[config.mk]
export PLATFORM = sky130hd
export DESIGN_NAME = mips_mcp_ctrl
export DESIGN_NICKNAME = d
export VERILOG_FILES = /design/src/rtl/mips_mc_pkg.sv /design/src/rtl/mips_alu_dec.sv /design/src/rtl/mips_mcp_ctrl.sv
export SDC_FILE = /design/constraint.sdc
export NUM_CORES = 1
export LEC_CHECK = 0
export ABC_AREA = 1
export CORE_MARGIN = 3
export CORE_UTILIZATION = 39
export CTS_BUF_LIST = sky130_fd_sc_hd__clkbuf_8
export DETAILED_ROUTE_END_ITERATION = 10
export PLACE_DENSITY = 0.9
export RECOVER_POWER = 100
export SLEW_MARGIN = 20
export SYNTH_ARGS = -nofsm -noshare
export SYNTH_HDL_FRONTEND = slang
export SYNTH_SLANG_ARGS = --single-unit
[constraint.sdc]
create_clock -name clk -period 1.6 [get_ports clk]
set_clock_uncertainty 0.15 [all_clocks]
set_input_delay 0.24 -clock clk [delete_from_list [all_inputs] [get_ports clk]]
set_output_delay 0.24 -clock clk [all_outputs]
set_load 0.1 [all_outputs]
[src/rtl/mips_mc_pkg.sv]
// Shared encodings for the multicycle MIPS control sequencer.
// Holds opcode/funct constants, ALU control codes, datapath mux encodings,
// the 4-bit FSM state encoding and the ALU-decode class handed to mips_alu_dec.
package mips_mc_pkg;

  // Opcodes
  localparam logic [5:0] OpRtype = 6'b000000;
  localparam logic [5:0] OpLw    = 6'b100011;
  localparam logic [5:0] OpSw    = 6'b101011;
  localparam logic [5:0] OpBeq   = 6'b000100;
  localparam logic [5:0] OpAddi  = 6'b001000;
  localparam logic [5:0] OpAndi  = 6'b001100;
  localparam logic [5:0] OpOri   = 6'b001101;
  localparam logic [5:0] OpJ     = 6'b000010;

  // R-type function fields
  localparam logic [5:0] FnAdd = 6'b100000;
  localparam logic [5:0] FnSub = 6'b100010;
  localparam logic [5:0] FnAnd = 6'b100100;
  localparam logic [5:0] FnOr  = 6'b100101;
  localparam logic [5:0] FnSlt = 6'b101010;

  // ALU control codes
  localparam logic [2:0] AluAnd = 3'b000;
  localparam logic [2:0] AluOr  = 3'b001;
  localparam logic [2:0] AluAdd = 3'b010;
  localparam logic [2:0] AluSub = 3'b110;
  localparam logic [2:0] AluSlt = 3'b111;

  // ALU B operand source
  localparam logic [2:0] SrcBReg    = 3'b000;
  localparam logic [2:0] SrcBFour   = 3'b001;
  localparam logic [2:0] SrcBSext   = 3'b010;
  localparam logic [2:0] SrcBSextSh = 3'b011;
  localparam logic [2:0] SrcBZext   = 3'b100;

  // PC source
  localparam logic [1:0] PcSrcAlu    = 2'b00;
  localparam logic [1:0] PcSrcAluOut = 2'b01;
  localparam logic [1:0] PcSrcJump   = 2'b10;

  typedef enum logic [3:0] {
    StFetch  = 4'd0,
    StDecode = 4'd1,
    StMemAdr = 4'd2,
    StMemRd  = 4'd3,
    StMemWb  = 4'd4,
    StMemWr  = 4'd5,
    StExec   = 4'd6,
    StAluWb  = 4'd7,
    StBranch = 4'd8,
    StImmEx  = 4'd9,
    StImmWb  = 4'd10,
    StJump   = 4'd11
  } state_e;

  // What kind of ALU operation the current state wants; the decoder turns this
  // (plus funct for R-type) into the 3-bit ALU control.
  typedef enum logic [2:0] {
    ClsAdd,
    ClsSub,
    ClsAnd,
    ClsOr,
    ClsFunct
  } alu_cls_e;

endpackage

[src/rtl/mips_alu_dec.sv]
// ALU control decoder for the multicycle MIPS sequencer.
// Ports:
//   cls_i      - operation class requested by the current FSM state
//   funct_i    - R-type function field, only consulted for ClsFunct
//   alu_ctrl_o - 3-bit ALU function select
module mips_alu_dec
  import mips_mc_pkg::*;
(
  input  alu_cls_e   cls_i,
  input  logic [5:0] funct_i,
  output logic [2:0] alu_ctrl_o
);

  always_comb begin
    alu_ctrl_o = AluAdd;
    case (cls_i)
      ClsAdd: alu_ctrl_o = AluAdd;
      ClsSub: alu_ctrl_o = AluSub;
      ClsAnd: alu_ctrl_o = AluAnd;
      ClsOr:  alu_ctrl_o = AluOr;
      ClsFunct: begin
        case (funct_i)
          FnAdd:   alu_ctrl_o = AluAdd;
          FnSub:   alu_ctrl_o = AluSub;
          FnAnd:   alu_ctrl_o = AluAnd;
          FnOr:    alu_ctrl_o = AluOr;
          FnSlt:   alu_ctrl_o = AluSlt;
          // Unsupported funct values fall back to AND
          default: alu_ctrl_o = AluAnd;
        endcase
      end
      default: alu_ctrl_o = AluAdd;
    endcase
  end

endmodule

[src/rtl/mips_mcp_ctrl.sv]
// Multicycle MIPS control sequencer. Moore-style FSM stepping each instruction
// through fetch/decode/execute/memory/write-back, driving every datapath mux,
// write enable and memory request. Memory phases wait on mem_ready.
// Ports:
//   clk, rst (async active-low)
//   op, funct        - instruction register fields
//   zero             - ALU zero flag (used in BRANCH)
//   mem_ready        - memory handshake for fetch/load/store
//   mem_req, mem_we, iord                   - memory port control
//   ir_write, pc_en, pc_src                 - IR / PC control
//   reg_w, reg_d, mem_to_reg                - register file write-back
//   alu_src_a, alu_src_b, alu_ctrl          - ALU operand/function select
//   state, retire, illegal                  - debug / status
module mips_mcp_ctrl
  import mips_mc_pkg::*;
(
  input  logic       clk,
  input  logic       rst,
  input  logic [5:0] op,
  input  logic [5:0] funct,
  input  logic       zero,
  input  logic       mem_ready,
  output logic       mem_req,
  output logic       mem_we,
  output logic       iord,
  output logic       ir_write,
  output logic       pc_en,
  output logic [1:0] pc_src,
  output logic       reg_w,
  output logic       reg_d,
  output logic       mem_to_reg,
  output logic       alu_src_a,
  output logic [2:0] alu_src_b,
  output logic [2:0] alu_ctrl,
  output logic [3:0] state,
  output logic       retire,
  output logic       illegal
);

  state_e   state_q, state_d;
  alu_cls_e alu_cls;

  always_ff @(posedge clk or negedge rst) begin
    if (!rst) begin
      state_q <= StFetch;
    end else begin
      state_q <= state_d;
    end
  end

  always_comb begin
    state_d    = state_q;
    alu_cls    = ClsAdd;
    mem_req    = 1'b0;
    mem_we     = 1'b0;
    iord       = 1'b0;
    ir_write   = 1'b0;
    pc_en      = 1'b0;
    pc_src     = PcSrcAlu;
    reg_w      = 1'b0;
    reg_d      = 1'b0;
    mem_to_reg = 1'b0;
    alu_src_a  = 1'b0;
    alu_src_b  = SrcBReg;
    retire     = 1'b0;
    illegal    = 1'b0;

    case (state_q)
      StFetch: begin
        mem_req   = 1'b1;
        alu_src_b = SrcBFour;
        // PC+4 and IR load happen only on the cycle the fetch completes
        ir_write  = mem_ready;
        pc_en     = mem_ready;
        if (mem_ready) state_d = StDecode;
      end
      StDecode: begin
        // Speculatively compute the branch target into ALUOut
        alu_src_b = SrcBSextSh;
        case (op)
          OpLw, OpSw:             state_d = StMemAdr;
          OpRtype:                state_d = StExec;
          OpBeq:                  state_d = StBranch;
          OpAddi, OpAndi, OpOri:  state_d = StImmEx;
          OpJ:                    state_d = StJump;
          default: begin
            illegal = 1'b1;
            state_d = StFetch;
          end
        endcase
      end
      StMemAdr: begin
        alu_src_a = 1'b1;
        alu_src_b = SrcBSext;
        state_d   = (op == OpLw) ? StMemRd : StMemWr;
      end
      StMemRd: begin
        mem_req = 1'b1;
        iord    = 1'b1;
        if (mem_ready) state_d = StMemWb;
      end
      StMemWb: begin
        reg_w      = 1'b1;
        mem_to_reg = 1'b1;
        retire     = 1'b1;
        state_d    = StFetch;
      end
      StMemWr: begin
        mem_req = 1'b1;
        mem_we  = 1'b1;
        iord    = 1'b1;
        retire  = mem_ready;
        if (mem_ready) state_d = StFetch;
      end
      StExec: begin
        alu_src_a = 1'b1;
        alu_src_b = SrcBReg;
        alu_cls   = ClsFunct;
        state_d   = StAluWb;
      end
      StAluWb: begin
        reg_w   = 1'b1;
        reg_d   = 1'b1;
        retire  = 1'b1;
        state_d = StFetch;
      end
      StBranch: begin
        alu_src_a = 1'b1;
        alu_src_b = SrcBReg;
        alu_cls   = ClsSub;
        pc_src    = PcSrcAluOut;
        pc_en     = zero;
        retire    = 1'b1;
        state_d   = StFetch;
      end
      StImmEx: begin
        alu_src_a = 1'b1;
        case (op)
          OpAndi: begin
            alu_src_b = SrcBZext;
            alu_cls   = ClsAnd;
          end
          OpOri: begin
            alu_src_b = SrcBZext;
            alu_cls   = ClsOr;
          end
          default: begin
            alu_src_b = SrcBSext;
            alu_cls   = ClsAdd;
          end
        endcase
        state_d = StImmWb;
      end
      StImmWb: begin
        reg_w   = 1'b1;
        retire  = 1'b1;
        state_d = StFetch;
      end
      StJump: begin
        pc_src  = PcSrcJump;
        pc_en   = 1'b1;
        retire  = 1'b1;
        state_d = StFetch;
      end
      default: begin
        // Unused encodings: everything off (ALU control 000) and recover
        alu_cls = ClsAnd;
        state_d = StFetch;
      end
    endcase

    // Reset gates every side-effecting output combinationally so an asserted
    // rst kills an in-flight store in the same cycle, before the flop clears.
    if (!rst) begin
      mem_req  = 1'b0;
      mem_we   = 1'b0;
      ir_write = 1'b0;
      pc_en    = 1'b0;
      reg_w    = 1'b0;
      retire   = 1'b0;
      illegal  = 1'b0;
    end
  end

  mips_alu_dec u_alu_dec (
    .cls_i      (alu_cls),
    .funct_i    (funct),
    .alu_ctrl_o (alu_ctrl)
  );

  assign state = state_q;

endmodule

==> results.toml, run 1 <==
[status]
status = "aborted with a tool error"
stop_stage = "detailed placement (3_5_place_dp)"
error = "[ERROR DPL-0038] Utilization greater than 100%, impossible to legalize"

[synthesis]
synth_xor_area_share_pct = 0
syn_area_um2 = 672
synth.largest_area_cell = "nand2_1"
yosys_warnings = 0
synth_simple_gate_area_share_pct = 60.9
synth-compound-area-share_pct = 8.01
synth_top_family_by_area = "simple AND/OR/NAND/NOR gates"
ys_seq_elements = 4
synth_cell_types = 18
synth_top_cell_area_share_pct = 20.7
synth_adder_area_share_pct = 0
synth_nets = 150
synth_area_leaders = "nand2_1, nor2_1, dfrtp_1"
postSynthCellCount = 134
synthMuxAreaShare_pct = 0
syn_area_per_cell_um2 = 5.01
synth_seq_area_share_pct = 14.9

[floorplanning]
pin_count = 39
core.rowCount = 14
die_h_um = 47.5
die_x_um = 47.5
initial_core_util_pct = 43.1

[place]
routabilityCongestion = 0.881
portBuffers = 38
cells in the mapped netlist:
cell type	instances
nand2_1	37
nor2_1	27
inv_1	26
nand3_1	10
nand4_1	6
a21oi_1	4
dfrtp_1	4
inv_2	3
nor2_2	3
o21ai_0	3
nand2_2	2
nor2_4	2
nor3_1	2
a31oi_1	1
nand3_2	1
nand3b_1	1
o211ai_1	1
o21ai_1	1
cell families after synthesis:
| family | after synthesis |
|---|---|
| AO/OA/AOI/OAI | 10 |
| buffers and inverters | 29 |
| flip-flops | 4 |
| AND/OR/NAND/NOR | 91 |
per-stage QoR:
step	std cells	worst slack, ns
after floorplan	134	-0.803
after global placement	230	-0.312
==> inputs of run 2 (changes only) <==
CORE_AREA = 3 3 64 66   (was not set)
CORE_MARGIN = not set   (was 3)
CORE_UTILIZATION = not set   (was 39)
CTS_BUF_LIST = not set   (was sky130_fd_sc_hd__clkbuf_8)
DIE_AREA = 0 0 67 69   (was not set)
PLACE_DENSITY = not set   (was 0.9)
PLACE_DENSITY_LB_ADDON = 0.15   (was not set)
==> results.toml, run 2 <==
[floorplanning]
initial_core_util_pct = 18.5
die_x_um = 67
die_h_um = 69
core-area_um2 = 3630
core.rowCount = 22
pin_count = 39
dieArea_um2 = 4620

[setup_path]
crit_chain = "nor2_4 -> inv_2 -> a21oi_4 -> a21oi_2 -> a21oi_4 -> buf_12"
crit_top_cell = "a21oi_4"
crit_type = "reg2out"
worstPathArrival_ns = 1.58
start_kind = "flip-flop"
worstSetupEndpointType = "primary output"
r2r_slack_ns = 0.03
cpLargestDelayFamily = "flip-flops"
crit_path_max_incr_delay_ns = 0.51
slowest_stage = "dfrtp_4"
crit_fanout = 5
worstPathRequired_ns = 1.21
critPathBufInv = 2

[sta]
period_share_pct = 123
slew_headroom_pct = 75.8
setup_viol = 19
rsz0062_at_grt = "true"
slew_violations = 0
tightest_slew_ns = 0.362
final.setup.tns_ns = -5.72
timing.fmax_mhz = 509
min_period_ns = 1.97
hold_viol = 0
setup_slack_ns = -0.366

[synthesis]
synthTopCellsByCount = "nand2_1, nor2_1, inv_1"
postSynthCellCount = 134
synth.largest_area_cell = "nand2_1"
synth_seq_area_share_pct = 14.9
synth_most_common_cell = "nand2_1"
yosys_warnings = 0
synth_nets = 150
synth_area_leaders = "nand2_1, nor2_1, dfrtp_1"
synthArstFlopShare_pct = 100
ys_seq_elements = 4
synth_cell_types = 18
syn_area_per_cell_um2 = 5.01
syn_area_um2 = 672
synth_edf_count = 0
synth_top_cell_area_share_pct = 20.7
ys.flop_type = "dfrtp_1"

[detailed_routing]
final_antenna_net_count = 0
vias_per_cell = 4.27
drc = 0
drt_iter0_drc = 22
vias = 1191
dr.pass1.iters = 4
wirelength_mm = 3.06
wl_per_cell_um = 11.0

[status]
violations = "setup timing"
status = "complete, but fails checks"

[cts]
clock_latency_ns = 0.22
clk_path_buf_depth = 2
cts_tree = "yes"
cts_made_buffers = 3
clock_sinks = 4
hold_buffers = 0
cts_root_buf = "clkbuf_8"
clk_pin_slew_worst_paths_ns = 0.03
htree_levels = 1

[global_route]
grt_pass1_wl_mm = 4.84
gr-total-overflow = 0
antenna_found_initial = 0
gr-usage-all-layers_pct = 12.9
grt_pass1_vias = 1184
grt_start_max_net_pins = 6

[hold_path]
hp-class = "in2async"

[place]
dpl_cell_area_um2 = 1880
hpwl_mm = 2.33
post-place-cells = 266
portBuffers = 38
routabilityCongestion = 0.816

[pwr]
leakage_uw = 0.00102
vdd_drop_max_mv = 0.730
power.density_nw_per_um2 = 1670

[cells_and_area]
fin_nets = 249
design_area_um2 = 2190
layout.cells.non_filler = 279
antenna_cells = 0
drive_gt1_share_pct = 65.8
final_common_cell = "buf_4"
final_cell_mix = "buf_4, nand2_1, buf_12"
area.growth.synth_to_final_pct = 225
largest_reg_flops = 4

[run]
cap_viol_max_count = 0
## run 2: cell counts after synthesis
No cell type changed its count.
## run 2: cell type report
| type | count | area [um2] |
|---|---|---|
| Clock buffer | 3 | 41.3 |
| Fill cell | 339 | 1450 |
| Inverter | 29 | 134 |
| Multi-Input combinational cell | 101 | 744 |
| Sequential cell | 4 | 115 |
| Tap cell | 48 | 60.1 |
| Timing Repair Buffer | 94 | 1090 |
## run 2: worst paths after layout
path                                         to            startpoint  cells past startpoint
min in group clk           state[3]$_DFFE_PN0P_                 op[2]                      4
setup reg to reg           state[2]$_DFFE_PN0P_  state[3]$_DFFE_PN0P_                      9
hold reg to reg            state[0]$_DFFE_PN0P_  state[0]$_DFFE_PN0P_                      3
hold / removal             state[0]$_DFFE_PN0P_                   rst                      3
setup / recovery                         retire  state[0]$_DFFE_PN0P_                      6
max in group asynchronous  state[1]$_DFFE_PN0P_                   rst                      3
## run 2: what timing repair did
item / CTS / global route
gates cloned: 0 / 0
gates resized for setup: 19 / 45
endpoints found under the hold margin: 0 / 0
buffers inserted: 8 / 7
pin swaps: 18 / 17
setup endpoints to repair: 19 / 23
## run 2: logic make-up after synthesis
| family | after synthesis | synth area share [%] |
|---|---|---|
| and+or+nand+nor | 91 | 60.9 |
| AOI/OAI and AO/OA | 10 | 8.01 |
| DFF | 4 | 14.9 |
| buffers and inverters | 29 | 16.2 |
## run 2: through the flow
stage / util, % / setup WS (ns) / hold WS (ns) / power [uW]
finish: 60.2 / -0.366 / 0.338 / 3650
global route: 60.2 / -0.443 / 0.369 / 3820
CTS: 55.6 / -0.371 / 0.310 / 3440
detailed placement: 51.8 / -0.331 / 0.526 / 3080
global placement: 51.8 / -0.324 / 0.536 / 3070
floorplan: - / -0.803 / -0.206 / 1910
## run 2: per-layer routing
layer	track usage [%]	vias to the layer above	part of all wire, %
met1	13.9	538	36
met3	1.63	2	3.3
met4	4.05	0	0.69
met2	24.9	32	60
li1	-	619	-
met5	0	-	0
## run 2: power breakdown
group | internal, uW | total (uW) | switching (uW)
Combinational | 1310 | 3210 | 1900
Clock | 160 | 209 | 48.5
Sequential | 156 | 237 | 81.5
Total | 1630 | 3650 | 2030
## run 2: worst register-to-register path, cell delays in order (launching register included)
cell and delay, ns:
dfrtp_4 0.51, nor2_4 0.20, inv_4 0.08, nor2_2 0.10, inv_1 0.08, nand3_2 0.08, buf_6 0.11, nand2_4 0.04
nand2_1 0.06, nand2_1 0.05
No activity file was read; power rests on OpenSTA's default activity.
==> inputs of run 3 (changes only) <==
SETUP_SLACK_MARGIN = 0.02   (was not set)
==> results.toml, run 3 (same netlist as run 2, synthesis figures left out) <==
[detailed_routing]
vias = 1164
dr.pass1.iters = 2
wl_per_cell_um = 10.2
vias_per_cell = 4.22
drc = 0
wirelength_mm = 2.82
drt_iter0_drc = 25
final_antenna_net_count = 0

[sta]
slew_violations = 0
slew_headroom_pct = 76.5
min_period_ns = 1.95
hold_viol = 0
final.setup.tns_ns = -5.53
period_share_pct = 122
setup_slack_ns = -0.352
timing.fmax_mhz = 512
tightest_slew_ns = 0.352
rsz0062_at_grt = "true"
setup_viol = 19

[global_route]
grt_pass1_wl_mm = 4.86
antenna_found_initial = 0
grt_start_max_net_pins = 6
gr-total-overflow = 0
grt_pass1_vias = 1184
gr-usage-all-layers_pct = 13.0

[floorplanning]
core-area_um2 = 3630
dieArea_um2 = 4620
die_h_um = 69
core.rowCount = 22
pin_count = 39
die_x_um = 67
initial_core_util_pct = 18.5

[cts]
cts_root_buf = "clkbuf_8"
cts_tree = "yes"
htree_levels = 1
hold_buffers = 0
clk_path_buf_depth = 2
clock_sinks = 4
cts_made_buffers = 3
clk_pin_slew_worst_paths_ns = 0.03
clock_latency_ns = 0.22

[cells_and_area]
fin_nets = 246
layout.cells.non_filler = 276
final_cell_mix = "buf_4, nand2_1, buf_12"
largest_reg_flops = 4
fin_util_pct = 58.0
antenna_cells = 0
final_common_cell = "buf_4"
drive_gt1_share_pct = 62.7
area.growth.synth_to_final_pct = 214

[pwr]
power.density_nw_per_um2 = 1690
leakage_uw = 0.000962
vdd_drop_max_mv = 0.697

[place]
routabilityCongestion = 0.816
hpwl_mm = 2.33
portBuffers = 38
post-place-cells = 266

[setup_path]
crit_type = "reg2out"
worstSetupEndpointType = "primary output"
worstPathArrival_ns = 1.56
start_kind = "flip-flop"
crit_fanout = 5
worstPathRequired_ns = 1.21

[status]
status = "complete, but fails checks"
violations = "setup timing"

[run]
cap_viol_max_count = 0

[hold_path]
hp-class = "in2async"
## run 3: area by class of cell
cell class / count / area, um2
fill: 340 / 1530
timing repair buffer: 91 / 1030
multi-input combinational: 101 / 722
inverter: 29 / 134
sequential: 4 / 115
tap: 48 / 60.1
clock buffer: 3 / 41.3
## run 3: what timing repair did
action / in CTS / in global routing
setup buffers: 9 / 2
endpoints found under the setup margin: 20 / 23
resized for setup: 22 / 26
pin swaps: 19 / 16
## run 3: worst paths after layout
path	cells after the start	slack [ns]	to	start
hold / removal	3	0.41	state[0]$_DFFE_PN0P_	rst
setup / recovery	8	-0.35	alu_ctrl[1]	state[0]$_DFFE_PN0P_
hold reg to reg	3	0.64	state[0]$_DFFE_PN0P_	state[0]$_DFFE_PN0P_
min in group clk	8	0.48	state[2]$_DFFE_PN0P_	op[5]
setup reg to reg	10	0.05	state[2]$_DFFE_PN0P_	state[1]$_DFFE_PN0P_
max in group asynchronous	3	0.68	state[1]$_DFFE_PN0P_	rst
## run 3: stage by stage
stage	instance area (um2)	hold slack (ns)	worst slack, ns	total power [uW]
after floorplan	865	-0.206	-0.803	1910
after global placement	1880	0.536	-0.324	3070
after detailed placement	1880	0.526	-0.331	3080
after CTS	2030	0.310	-0.371	3470
after global routing	2110	0.441	-0.425	3730
final	2110	0.410	-0.352	3560
## run 3: per-layer routing
metal / wire [um] / vias to the layer above / share of wire (%) / track usage (%)
met5: 0 / - / 0 / 0
met4: 38 / 0 / 1.3 / 4.05
met3: 102 / 4 / 3.6 / 1.63
met2: 1660 / 26 / 59 / 24.9
met1: 1020 / 527 / 36 / 14.1
li1: - / 607 / - / -
## run 3: where the power goes
part           total, uW  internal [uW]  switching [uW]
logic               3110           1250            1860
clock network        210            160            49.7
registers            236            156            80.2
## run 3: worst max-delay path, stage by stage (launching register included)
cell and delay (ns):
dfrtp_4 0.51, nor2_2 0.15, inv_2 0.06, nor2_4 0.14, inv_2 0.08, nor2_1 0.10, nor2_1 0.07, nand2_4 0.06
buf_12 0.17
